File: src/rtl/rf_cmd_ctrl_pkg.sv
`default_nettype none
// ============================================================================
// Module   : rf_ctrl_pkg
// Brief    : Command bytes, read timeout and FSM state type for rf_cmd_ctrl.
// Revision : 1.0
// ============================================================================
package rf_ctrl_pkg;

    localparam logic [7:0] CMD_WR     = 8'hAA;
    localparam logic [7:0] CMD_RD     = 8'hBB;
    localparam int         RD_TIMEOUT = 4;
    localparam int         TMO_W      = $clog2(RD_TIMEOUT + 1);

    typedef enum logic [2:0] {
        IDLE    = 3'd0,
        WR_ADDR = 3'd1,
        WR_DATA = 3'd2,
        RD_ADDR = 3'd3,
        RD_WAIT = 3'd4,
        TX_SEND = 3'd5
    } state_t;

endpackage
`default_nettype wire

File: src/rtl/rf_cmd_ctrl_if.sv
`default_nettype none
// ============================================================================
// Module   : rf_cmd_ctrl_if
// Brief    : UART RX/TX and register-file bundle around rf_cmd_ctrl.
// Revision : 1.0
// ============================================================================
interface rf_cmd_ctrl_if #(
    parameter int DATA_WIDTH = 8,
    parameter int ADDR_WIDTH = 4
) ();

    logic [DATA_WIDTH-1:0] RX_P_Data;
    logic                  RX_D_VLD;
    logic                  WrEn;
    logic                  RdEn;
    logic [ADDR_WIDTH-1:0] Address;
    logic [DATA_WIDTH-1:0] WrData;
    logic [DATA_WIDTH-1:0] RdData;
    logic                  RdData_Valid;
    logic [DATA_WIDTH-1:0] TX_P_Data;
    logic                  TX_D_VLD;
    logic                  TX_Busy;
    logic                  Cmd_Error;

    // master is the controller, slave is the UART/register-file side
    modport master (
        input  RX_P_Data, RX_D_VLD, RdData, RdData_Valid, TX_Busy,
        output WrEn, RdEn, Address, WrData, TX_P_Data, TX_D_VLD, Cmd_Error
    );

    modport slave (
        output RX_P_Data, RX_D_VLD, RdData, RdData_Valid, TX_Busy,
        input  WrEn, RdEn, Address, WrData, TX_P_Data, TX_D_VLD, Cmd_Error
    );

endinterface
`default_nettype wire

File: src/rtl/rf_cmd_ctrl.sv
`default_nettype none
// ============================================================================
// Module   : rf_cmd_ctrl
// Brief    : Decodes UART command bytes into register-file writes and reads;
//            read data is returned to the UART TX.
// Revision : 1.0
// ============================================================================
module rf_cmd_ctrl
    import rf_ctrl_pkg::*;
#(
    parameter int DATA_WIDTH = 8,
    parameter int ADDR_WIDTH = 4
) (
    input  wire logic     clk,
    input  wire logic     RST,
    rf_cmd_ctrl_if.master bus
);

    state_t                r_state,    w_state_nxt;
    logic                  r_wr_en,    w_wr_en_nxt;
    logic                  r_rd_en,    w_rd_en_nxt;
    logic                  r_tx_vld,   w_tx_vld_nxt;
    logic                  r_cmd_err,  w_cmd_err_nxt;
    logic [ADDR_WIDTH-1:0] r_addr,     w_addr_nxt;
    logic [DATA_WIDTH-1:0] r_wdata,    w_wdata_nxt;
    logic [DATA_WIDTH-1:0] r_tx_data,  w_tx_data_nxt;
    logic [DATA_WIDTH-1:0] r_hold,     w_hold_nxt;
    logic [TMO_W-1:0]      r_tmo_cnt,  w_tmo_cnt_nxt;

    logic                  w_addr_oob;

    // Any set bit above the register-file address range rejects the byte
    assign w_addr_oob = |(bus.RX_P_Data >> ADDR_WIDTH);

    always_ff @(posedge clk or posedge RST) begin
        if (RST) begin
            r_state   <= IDLE;
            r_wr_en   <= 1'b0;
            r_rd_en   <= 1'b0;
            r_tx_vld  <= 1'b0;
            r_cmd_err <= 1'b0;
            r_addr    <= '0;
            r_wdata   <= '0;
            r_tx_data <= '0;
            r_hold    <= '0;
            r_tmo_cnt <= '0;
        end else begin
            r_state   <= w_state_nxt;
            r_wr_en   <= w_wr_en_nxt;
            r_rd_en   <= w_rd_en_nxt;
            r_tx_vld  <= w_tx_vld_nxt;
            r_cmd_err <= w_cmd_err_nxt;
            r_addr    <= w_addr_nxt;
            r_wdata   <= w_wdata_nxt;
            r_tx_data <= w_tx_data_nxt;
            r_hold    <= w_hold_nxt;
            r_tmo_cnt <= w_tmo_cnt_nxt;
        end
    end

    always_comb begin
        w_state_nxt   = r_state;
        w_wr_en_nxt   = 1'b0;
        w_rd_en_nxt   = 1'b0;
        w_tx_vld_nxt  = 1'b0;
        w_cmd_err_nxt = 1'b0;
        w_addr_nxt    = r_addr;
        w_wdata_nxt   = r_wdata;
        w_tx_data_nxt = r_tx_data;
        w_hold_nxt    = r_hold;
        w_tmo_cnt_nxt = r_tmo_cnt;

        unique case (r_state)
            IDLE: begin
                if (bus.RX_D_VLD) begin
                    if (bus.RX_P_Data == DATA_WIDTH'(CMD_WR)) begin
                        w_state_nxt = WR_ADDR;
                    end else if (bus.RX_P_Data == DATA_WIDTH'(CMD_RD)) begin
                        w_state_nxt = RD_ADDR;
                    end else begin
                        w_cmd_err_nxt = 1'b1;
                    end
                end
            end

            WR_ADDR: begin
                if (bus.RX_D_VLD) begin
                    if (w_addr_oob) begin
                        w_cmd_err_nxt = 1'b1;
                        w_state_nxt   = IDLE;
                    end else begin
                        w_addr_nxt  = bus.RX_P_Data[ADDR_WIDTH-1:0];
                        w_state_nxt = WR_DATA;
                    end
                end
            end

            WR_DATA: begin
                if (bus.RX_D_VLD) begin
                    w_wdata_nxt = bus.RX_P_Data;
                    w_wr_en_nxt = 1'b1;
                    w_state_nxt = IDLE;
                end
            end

            RD_ADDR: begin
                if (bus.RX_D_VLD) begin
                    if (w_addr_oob) begin
                        w_cmd_err_nxt = 1'b1;
                        w_state_nxt   = IDLE;
                    end else begin
                        w_addr_nxt    = bus.RX_P_Data[ADDR_WIDTH-1:0];
                        w_rd_en_nxt   = 1'b1;
                        w_tmo_cnt_nxt = '0;
                        w_state_nxt   = RD_WAIT;
                    end
                end
            end

            // An idle TX takes the byte straight away, keeping read-to-TX latency at one cycle
            RD_WAIT: begin
                if (bus.RdData_Valid) begin
                    w_hold_nxt    = bus.RdData;
                    w_tmo_cnt_nxt = '0;
                    if (!bus.TX_Busy) begin
                        w_tx_vld_nxt  = 1'b1;
                        w_tx_data_nxt = bus.RdData;
                        w_state_nxt   = IDLE;
                    end else begin
                        w_state_nxt = TX_SEND;
                    end
                end else if (r_tmo_cnt == TMO_W'(RD_TIMEOUT - 1)) begin
                    w_cmd_err_nxt = 1'b1;
                    w_tmo_cnt_nxt = '0;
                    w_state_nxt   = IDLE;
                end else begin
                    w_tmo_cnt_nxt = r_tmo_cnt + 1'b1;
                end
            end

            TX_SEND: begin
                if (!bus.TX_Busy) begin
                    w_tx_vld_nxt  = 1'b1;
                    w_tx_data_nxt = r_hold;
                    w_state_nxt   = IDLE;
                end
            end

            default: begin
                w_state_nxt = IDLE;
            end
        endcase
    end

    assign bus.WrEn      = r_wr_en;
    assign bus.RdEn      = r_rd_en;
    assign bus.TX_D_VLD  = r_tx_vld;
    assign bus.Cmd_Error = r_cmd_err;
    assign bus.Address   = r_addr;
    assign bus.WrData    = r_wdata;
    assign bus.TX_P_Data = r_tx_data;

endmodule
`default_nettype wire

File: src/flat_wrapper.sv
// flat-port wrapper written by rule: the top's interface ports become plain ports
module rf_cmd_ctrl_flat import rf_ctrl_pkg::*;
#(
    parameter int DATA_WIDTH = 8,
    parameter int ADDR_WIDTH = 4
)
  (clk, RST, bus_RX_P_Data, bus_RX_D_VLD, bus_RdData, bus_RdData_Valid, bus_TX_Busy, bus_WrEn, bus_RdEn, bus_Address, bus_WrData, bus_TX_P_Data, bus_TX_D_VLD, bus_Cmd_Error);
  rf_cmd_ctrl_if #(.DATA_WIDTH(DATA_WIDTH), .ADDR_WIDTH(ADDR_WIDTH)) bus_i ();
  input  wire logic clk;
  input  wire logic RST;
  input wire logic [$bits(bus_i.RX_P_Data)-1:0] bus_RX_P_Data;
  input wire logic [$bits(bus_i.RX_D_VLD)-1:0] bus_RX_D_VLD;
  input wire logic [$bits(bus_i.RdData)-1:0] bus_RdData;
  input wire logic [$bits(bus_i.RdData_Valid)-1:0] bus_RdData_Valid;
  input wire logic [$bits(bus_i.TX_Busy)-1:0] bus_TX_Busy;
  output wire logic [$bits(bus_i.WrEn)-1:0] bus_WrEn;
  output wire logic [$bits(bus_i.RdEn)-1:0] bus_RdEn;
  output wire logic [$bits(bus_i.Address)-1:0] bus_Address;
  output wire logic [$bits(bus_i.WrData)-1:0] bus_WrData;
  output wire logic [$bits(bus_i.TX_P_Data)-1:0] bus_TX_P_Data;
  output wire logic [$bits(bus_i.TX_D_VLD)-1:0] bus_TX_D_VLD;
  output wire logic [$bits(bus_i.Cmd_Error)-1:0] bus_Cmd_Error;
  assign bus_i.RX_P_Data = bus_RX_P_Data;
  assign bus_i.RX_D_VLD = bus_RX_D_VLD;
  assign bus_i.RdData = bus_RdData;
  assign bus_i.RdData_Valid = bus_RdData_Valid;
  assign bus_i.TX_Busy = bus_TX_Busy;
  assign bus_WrEn = bus_i.WrEn;
  assign bus_RdEn = bus_i.RdEn;
  assign bus_Address = bus_i.Address;
  assign bus_WrData = bus_i.WrData;
  assign bus_TX_P_Data = bus_i.TX_P_Data;
  assign bus_TX_D_VLD = bus_i.TX_D_VLD;
  assign bus_Cmd_Error = bus_i.Cmd_Error;
  rf_cmd_ctrl #(.DATA_WIDTH(DATA_WIDTH), .ADDR_WIDTH(ADDR_WIDTH)) u_core (.clk(clk), .RST(RST), .bus(bus_i));
endmodule
File: config.mk
export PLATFORM = sky130hd
export DESIGN_NAME = rf_cmd_ctrl_flat
export DESIGN_NICKNAME = d
export VERILOG_FILES = /design/src/rtl/rf_cmd_ctrl_pkg.sv /design/src/rtl/rf_cmd_ctrl_if.sv /design/src/rtl/rf_cmd_ctrl.sv /design/src/flat_wrapper.sv
export SDC_FILE = /design/constraint.sdc
export NUM_CORES = 1
export LEC_CHECK = 0
export ABC_AREA = 1
export CAP_MARGIN = 20
export CORE_MARGIN = 8
export CORE_UTILIZATION = 54
export CTS_BUF_LIST = sky130_fd_sc_hd__clkbuf_2
export DETAILED_ROUTE_END_ITERATION = 10
export PLACE_DENSITY_LB_ADDON = 0.1
export SLEW_MARGIN = 20
export SYNTH_ARGS = -nofsm -noshare
export SYNTH_HDL_FRONTEND = slang
export SYNTH_SLANG_ARGS = --single-unit
File: constraint.sdc
create_clock -name clk -period 3.93 [get_ports clk]
set_clock_uncertainty 0.15 [all_clocks]
set_input_delay 0.9825 -clock clk [delete_from_list [all_inputs] [get_ports clk]]
set_output_delay 0.9825 -clock clk [all_outputs]
set_load 0.005 [all_outputs]
==> flow_summary.ini, run 1 <==
[yosys]
synth.ff_latch_count = 38
ys_seq_area_frac = 0.526
synth_fp_nets = 247
netlist_area_um2 = 1810
yosys_warnings = 0
synth_cells = 225
synth.distinct_cells = 22
syn_avg_cell_area_um2 = 8.04

[worst_setup_path]
max_stage_delay_ns = 0.51
regToRegStartpoint = u_core.r_state[2]$_DFFE_PP0P_
path_cells = clkdlybuf4s50_1
cp.required_ns = 2.80
reg2reg_to = u_core.bus.TX_P_Data[6]$_DFFE_PP0P_
cp_max_fo = 2
cp-end-kind = output port
critical-path-top-delay-family = buffers and inverters
startpoint = u_core.bus.TX_P_Data[3]$_DFFE_PP0P_
r2r_setup_slack_ns = 2.11
endpoint = bus_TX_P_Data[3]
path_class = register to output port
start_kind = register
cp.depth = 1
cp_num_buf_inv = 1
reg2reg_depth = 3
cp_data_arrival_time_ns = 1.29
cpMaxStageDelayCell = clkdlybuf4s50_1

[clock_network]
clkLatencyLatePin_ns = 0.38
hold_buffers = 0
post_cts_buffers = 0
cts_resized = 0
htree_levels = 2
cts_buffers = 5
cts_tree = yes
cts_sinks = 38
cts-root-buf = clkbuf_2
clk_pin_slew_ns = 0.19
clock_path_buffers = 2

[global_route]
antenna_found_initial = 0
grt_max_degree = 23
grt_pass1_vias = 1491
grt_overflow_total = 0
grt_pass1_wl_um = 6480
grt_use_total = 0.154

[layout]
final_nets = 293
antennaDiodeCount = 0
instances_no_fill = 318
fill_cells = 285
stdcell_area_um2 = 2300
area_growth_pct = 27.4
drive_gt1_frac = 0.0662
postLayoutCoreUtil = 0.701

[pwr]
switchingPower_w = 0.000413
pwr-share-comb = 0.370
sequentialPowerShare = 0.497
ir_worst_vdd_uv = 369
swShare = 0.333
power_density_nw_per_um2 = 539
p_int_w = 0.000828
leakage_nw = 1.20
power.share.clock = 0.133

[sta]
max_slew_margin = 0.444
fin_crit_ns = 2.42
finalSetupViolCount = 0
tightest_slew_ns = 0.833
rsz0062_at_grt = no
final.period_utilization = 0.617
setup_tns_ns = 0
final_hold_viol_count = 0
timing.final.max_slew_violations = 0
max_freq_mhz = 413

[route]
drtPass1Iterations = 4
ant_nets = 0
vias = 1509
drt_wl_total_um = 3870
drt_iter0_drc = 104
drc_errors = 0
viasPerCell = 4.75
wire_per_inst_um = 12.2

[placed_design]
finalWeightedCongestion = 0.870
io_buffers = 44
hpwl_um = 3020
placed_area_um2 = 2260
dp_cells = 310

[flow_run]
drv_cap = 0

[min_path]
hold_depth = 2
hold_path.class = register to register

[die]
design.core.area_um2 = 3280
die_h_um = 73.9
die-area_um2 = 5460
placementRows = 21
start_util = 0.550
pin_count = 45
die_w_um = 73.9

[run_status]
status = finished, final reports clean
## how the worst min path moves through the flow
stage	end	from
after floorplan	u_core.r_tmo_cnt[1]$_DFFE_PP0P_	u_core.r_tmo_cnt[1]$_DFFE_PP0P_
after global placement	u_core.r_tmo_cnt[1]$_DFFE_PP0P_	u_core.r_tmo_cnt[1]$_DFFE_PP0P_
after detailed placement	u_core.bus.Address[1]$_DFFE_PP0P_	u_core.bus.Address[1]$_DFFE_PP0P_
after CTS	u_core.bus.Address[1]$_DFFE_PP0P_	u_core.bus.Address[1]$_DFFE_PP0P_
after global routing	u_core.bus.Address[1]$_DFFE_PP0P_	u_core.bus.Address[1]$_DFFE_PP0P_
final	u_core.bus.Address[1]$_DFFE_PP0P_	u_core.bus.Address[1]$_DFFE_PP0P_
## state kept, by name, indices dropped and copies added (netlist names)
register              cells
u_core.bus.RdEn           1
u_core.bus.TX_D_VLD       1
u_core.r_state            3
u_core.r_hold             8
u_core.bus.Cmd_Error      1
u_core.bus.WrEn           1
u_core.bus.WrData         8
u_core.r_tmo_cnt          3
u_core.bus.Address        4
u_core.bus.TX_P_Data      8
## layout make-up
type / instances / area (µm²) / area share
well taps: 46 / 57.6 / 0.0250
inverters: 37 / 141 / 0.0614
multi-input cells: 143 / 659 / 0.286
repair buffers: 46 / 455 / 0.198
clock buffers: 6 / 30.0 / 0.0130
clock inverters: 2 / 8.76 / 0.00380
flip-flops and latches: 38 / 951 / 0.413
## logic make-up (layout without fill, tap and decap cells)
| group | count (synthesis) | count (layout) | share of synthesized area |
|---|---|---|---|
| simple gates | 103 | 103 | 0.248 |
| fa+ha+maj | 1 | 1 | 0.00692 |
| compound gates | 39 | 39 | 0.110 |
| buf+inv | 44 | 91 | 0.109 |
| flops | 38 | 38 | 0.526 |
## power groups by stage
stage               Combinational [W]  Sequential [W]  Clock [W]
floorplan                    0.000234        0.000599          0
global placement             0.000456        0.000621          0
detailed placement           0.000466        0.000628          0
CTS                          0.000468        0.000618   0.000170
global route                 0.000517        0.000634   0.000188
finish                       0.000459        0.000617   0.000165
## cell usage in the layout, fill, tap and decap left out, drive strengths merged
cell and instances:
nand2 68, clkdlybuf4s50 44, dfrtp 38, inv 37, o21ai 31, nor2 20
nand3 9, a21oi 8, clkbuf 6, nand4 3, buf 2, nor3 2
clkinv 2, nor4 1, ha 1
## synthesized netlist by cell type, drive strengths merged
cell type | instances | area share
inv | 37 | 0.078
dfrtp | 38 | 0.53
nand2 | 68 | 0.14
nor2 | 20 | 0.046
a21oi | 8 | 0.022
buf | 7 | 0.031
o21ai | 31 | 0.088
ha | 1 | 0.0069
nor4 | 1 | 0.012
nor3 | 2 | 0.0083
nand4 | 3 | 0.010
nand3 | 9 | 0.028
## metal layers
layer,vias up,wire length (µm),track usage
li1,793,-,-
met1,677,1770,0.187
met2,33,1850,0.251
met3,6,194,0.0477
met4,0,55,0.0510
met5,-,0,0
## worst reg2reg max path: stages (launching register included)
cell,delay (ns)
dfrtp_1,0.62
inv_4,0.09
nor4_4,0.66
o21ai_0,0.17
## per-stage QoR
step | hold WS, ns | worst slack [ns] | total power (W)
global route | 0.386 | 1.42 | 0.00134
finish | 0.359 | 1.51 | 0.00124
global placement | 0.307 | 1.27 | 0.00108
CTS | 0.362 | 1.48 | 0.00126
floorplan | 0.296 | 1.94 | 0.000832
detailed placement | 0.323 | 1.23 | 0.00109
Power figures use the tool's default switching activity.
==> run 2, diff against run 1 <==
--- a/config.mk
+++ b/config.mk
@@ -8,7 +8,7 @@
 export ABC_AREA = 1
 export CAP_MARGIN = 20
 export CORE_MARGIN = 8
-export CORE_UTILIZATION = 54
+export CORE_UTILIZATION = 46
 export CTS_BUF_LIST = sky130_fd_sc_hd__clkbuf_2
 export DETAILED_ROUTE_END_ITERATION = 10
 export PLACE_DENSITY_LB_ADDON = 0.1
==> constraint.sdc (replaced) <==
create_clock -name clk -period 2 [get_ports clk]
set_clock_uncertainty 0.15 [all_clocks]
set_input_delay 0.5 -clock clk [delete_from_list [all_inputs] [get_ports clk]]
set_output_delay 0.5 -clock clk [all_outputs]
set_load 0.005 [all_outputs]
==> flow_summary.ini, run 2 (synthesis results as in run 1) <==
[pwr]
ir_worst_vdd_uv = 604
power_density_nw_per_um2 = 1070
leakage_nw = 1.37

[route]
vias = 1550
drt_wl_total_um = 3910
wire_per_inst_um = 11.9
drtPass1Iterations = 4
drc_errors = 0
ant_nets = 0
viasPerCell = 4.73
drt_iter0_drc = 82

[worst_setup_path]
cp_num_buf_inv = 1
cp_data_arrival_time_ns = 1.29
reg2reg_depth = 5
start_kind = register
r2r_setup_slack_ns = 0.35
cp-end-kind = output port
cp.depth = 1
cpMaxStageDelayCell = clkdlybuf4s50_1
cp_max_fo = 1
max_stage_delay_ns = 0.52
path_cells = clkdlybuf4s50_1
regToRegStartpoint = u_core.r_state[2]$_DFFE_PP0P_
cp.required_ns = 1.35
reg2reg_to = u_core.bus.Address[1]$_DFFE_PP0P_
critical-path-top-delay-family = buffers and inverters
path_class = register to output port

[sta]
setup_tns_ns = 0
rsz0062_at_grt = no
max_slew_margin = 0.745
final_hold_viol_count = 0
max_freq_mhz = 516
final.period_utilization = 0.969
fin_hold_ws_ns = 0.283
finalSetupViolCount = 0
fin_crit_ns = 1.94
timing.final.max_slew_violations = 0
tightest_slew_ns = 0.379

[clock_network]
cts_sinks = 38
clkLatencyLatePin_ns = 0.38
clk_pin_slew_ns = 0.18
clock_path_buffers = 2
cts_tree = yes
cts_buffers = 5
hold_buffers = 0
htree_levels = 2
cts-root-buf = clkbuf_2

[die]
placementRows = 22
die-area_um2 = 6190
start_util = 0.487
pin_count = 45
design.core.area_um2 = 3720
die_w_um = 78.7
die_h_um = 78.7

[placed_design]
io_buffers = 44
finalWeightedCongestion = 0.821
hpwl_um = 2850

[global_route]
grt_max_degree = 39
grt_pass1_wl_um = 6440
grt-busiest-layer = met2
grt_pass1_vias = 1411
use_met2 = 0.198
antenna_found_initial = 0
met1_usage = 0.166
grt_use_met3 = 0.0349
grt_use_total = 0.130
grt_overflow_total = 0

[flow_run]
drv_cap = 0

[layout]
final_nets = 302
area_growth_pct = 35.7
layout.cells.most_common_list = nand2_1 (66), dfrtp_1 (38), inv_1 (35)
antennaDiodeCount = 0
final_common_cell = nand2_1
drive_gt1_frac = 0.0929
fill_cells = 331

[min_path]
hold_path.class = input pin to asynchronous set/reset pin

[run_status]
status = finished, final reports clean
==> run 2: changes by cell type in the layout (fill, tap and decap cells not counted), sizes merged <==
cell	change
buf	+9
bufinv	+1
clkbuf	-1
clkdlybuf4s50	-14
clkinv	-1
dlymetal6s2s	+14
==> run 2: metal layers <==
layer | routed length (µm) | vias up
met4 | 57 | 0
met3 | 229 | 8
met1 | 1980 | 691
met2 | 1650 | 47
li1 | - | 804
met5 | 0 | -
==> run 2: timing repair <==
item,in CTS,in global routing
endpoints found under the hold margin,0,0
endpoints found under the setup margin,0,14
resized for setup,0,14
setup buffers,0,7
==> run 2: worst max path at each step <==
stage                                         to                              start  slack [ns]
2_1_floorplan  u_core.bus.Address[0]$_DFFE_PP0P_                                RST        0.49
3_3_place_gp       u_core.r_state[2]$_DFFE_PP0P_                   bus_RdData_Valid        0.04
3_5_place_dp       u_core.r_state[0]$_DFFE_PP0P_                   bus_RdData_Valid       -0.04
4_1_cts                           bus_Address[1]  u_core.bus.Address[1]$_DFFE_PP0P_        0.01
5_1_grt                                 bus_RdEn          u_core.bus.RdEn$_DFF_PP0_      0.0006
6_report                                bus_RdEn          u_core.bus.RdEn$_DFF_PP0_        0.06
==> run 2: layout make-up <==
cell class	instances	area (µm²)	share of cell area
inverters	37	141	0.0576
flip-flops and latches	38	951	0.388
clock buffers	5	25.0	0.0102
repair buffers	55	583	0.238
well taps	48	60.1	0.0245
multi-input cells	143	659	0.269
clock inverters	2	33.8	0.0138
==> run 2: power breakdown <==
group | internal, W | switching (W) | total, W
logic | 0.000562 | 0.000412 | 0.000973
clock network | 0.000201 | 0.000242 | 0.000443
registers | 0.00102 | 0.000177 | 0.00120
total | 0.00179 | 0.000830 | 0.00262
==> run 2: metrics by stage <==
stage | util | power (W) | setup slack (ns) | instance area, µm² | instances
floorplan | - | 0.00164 | 0.489 | 1810 | 225
global placement | 0.621 | 0.00213 | 0.0406 | 2310 | 314
detailed placement | 0.621 | 0.00215 | -0.0395 | 2310 | 314
CTS | 0.637 | 0.00259 | 0.0104 | 2370 | 321
global route | 0.660 | 0.00283 | 0.000611 | 2450 | 328
finish | 0.660 | 0.00262 | 0.0623 | 2450 | 328
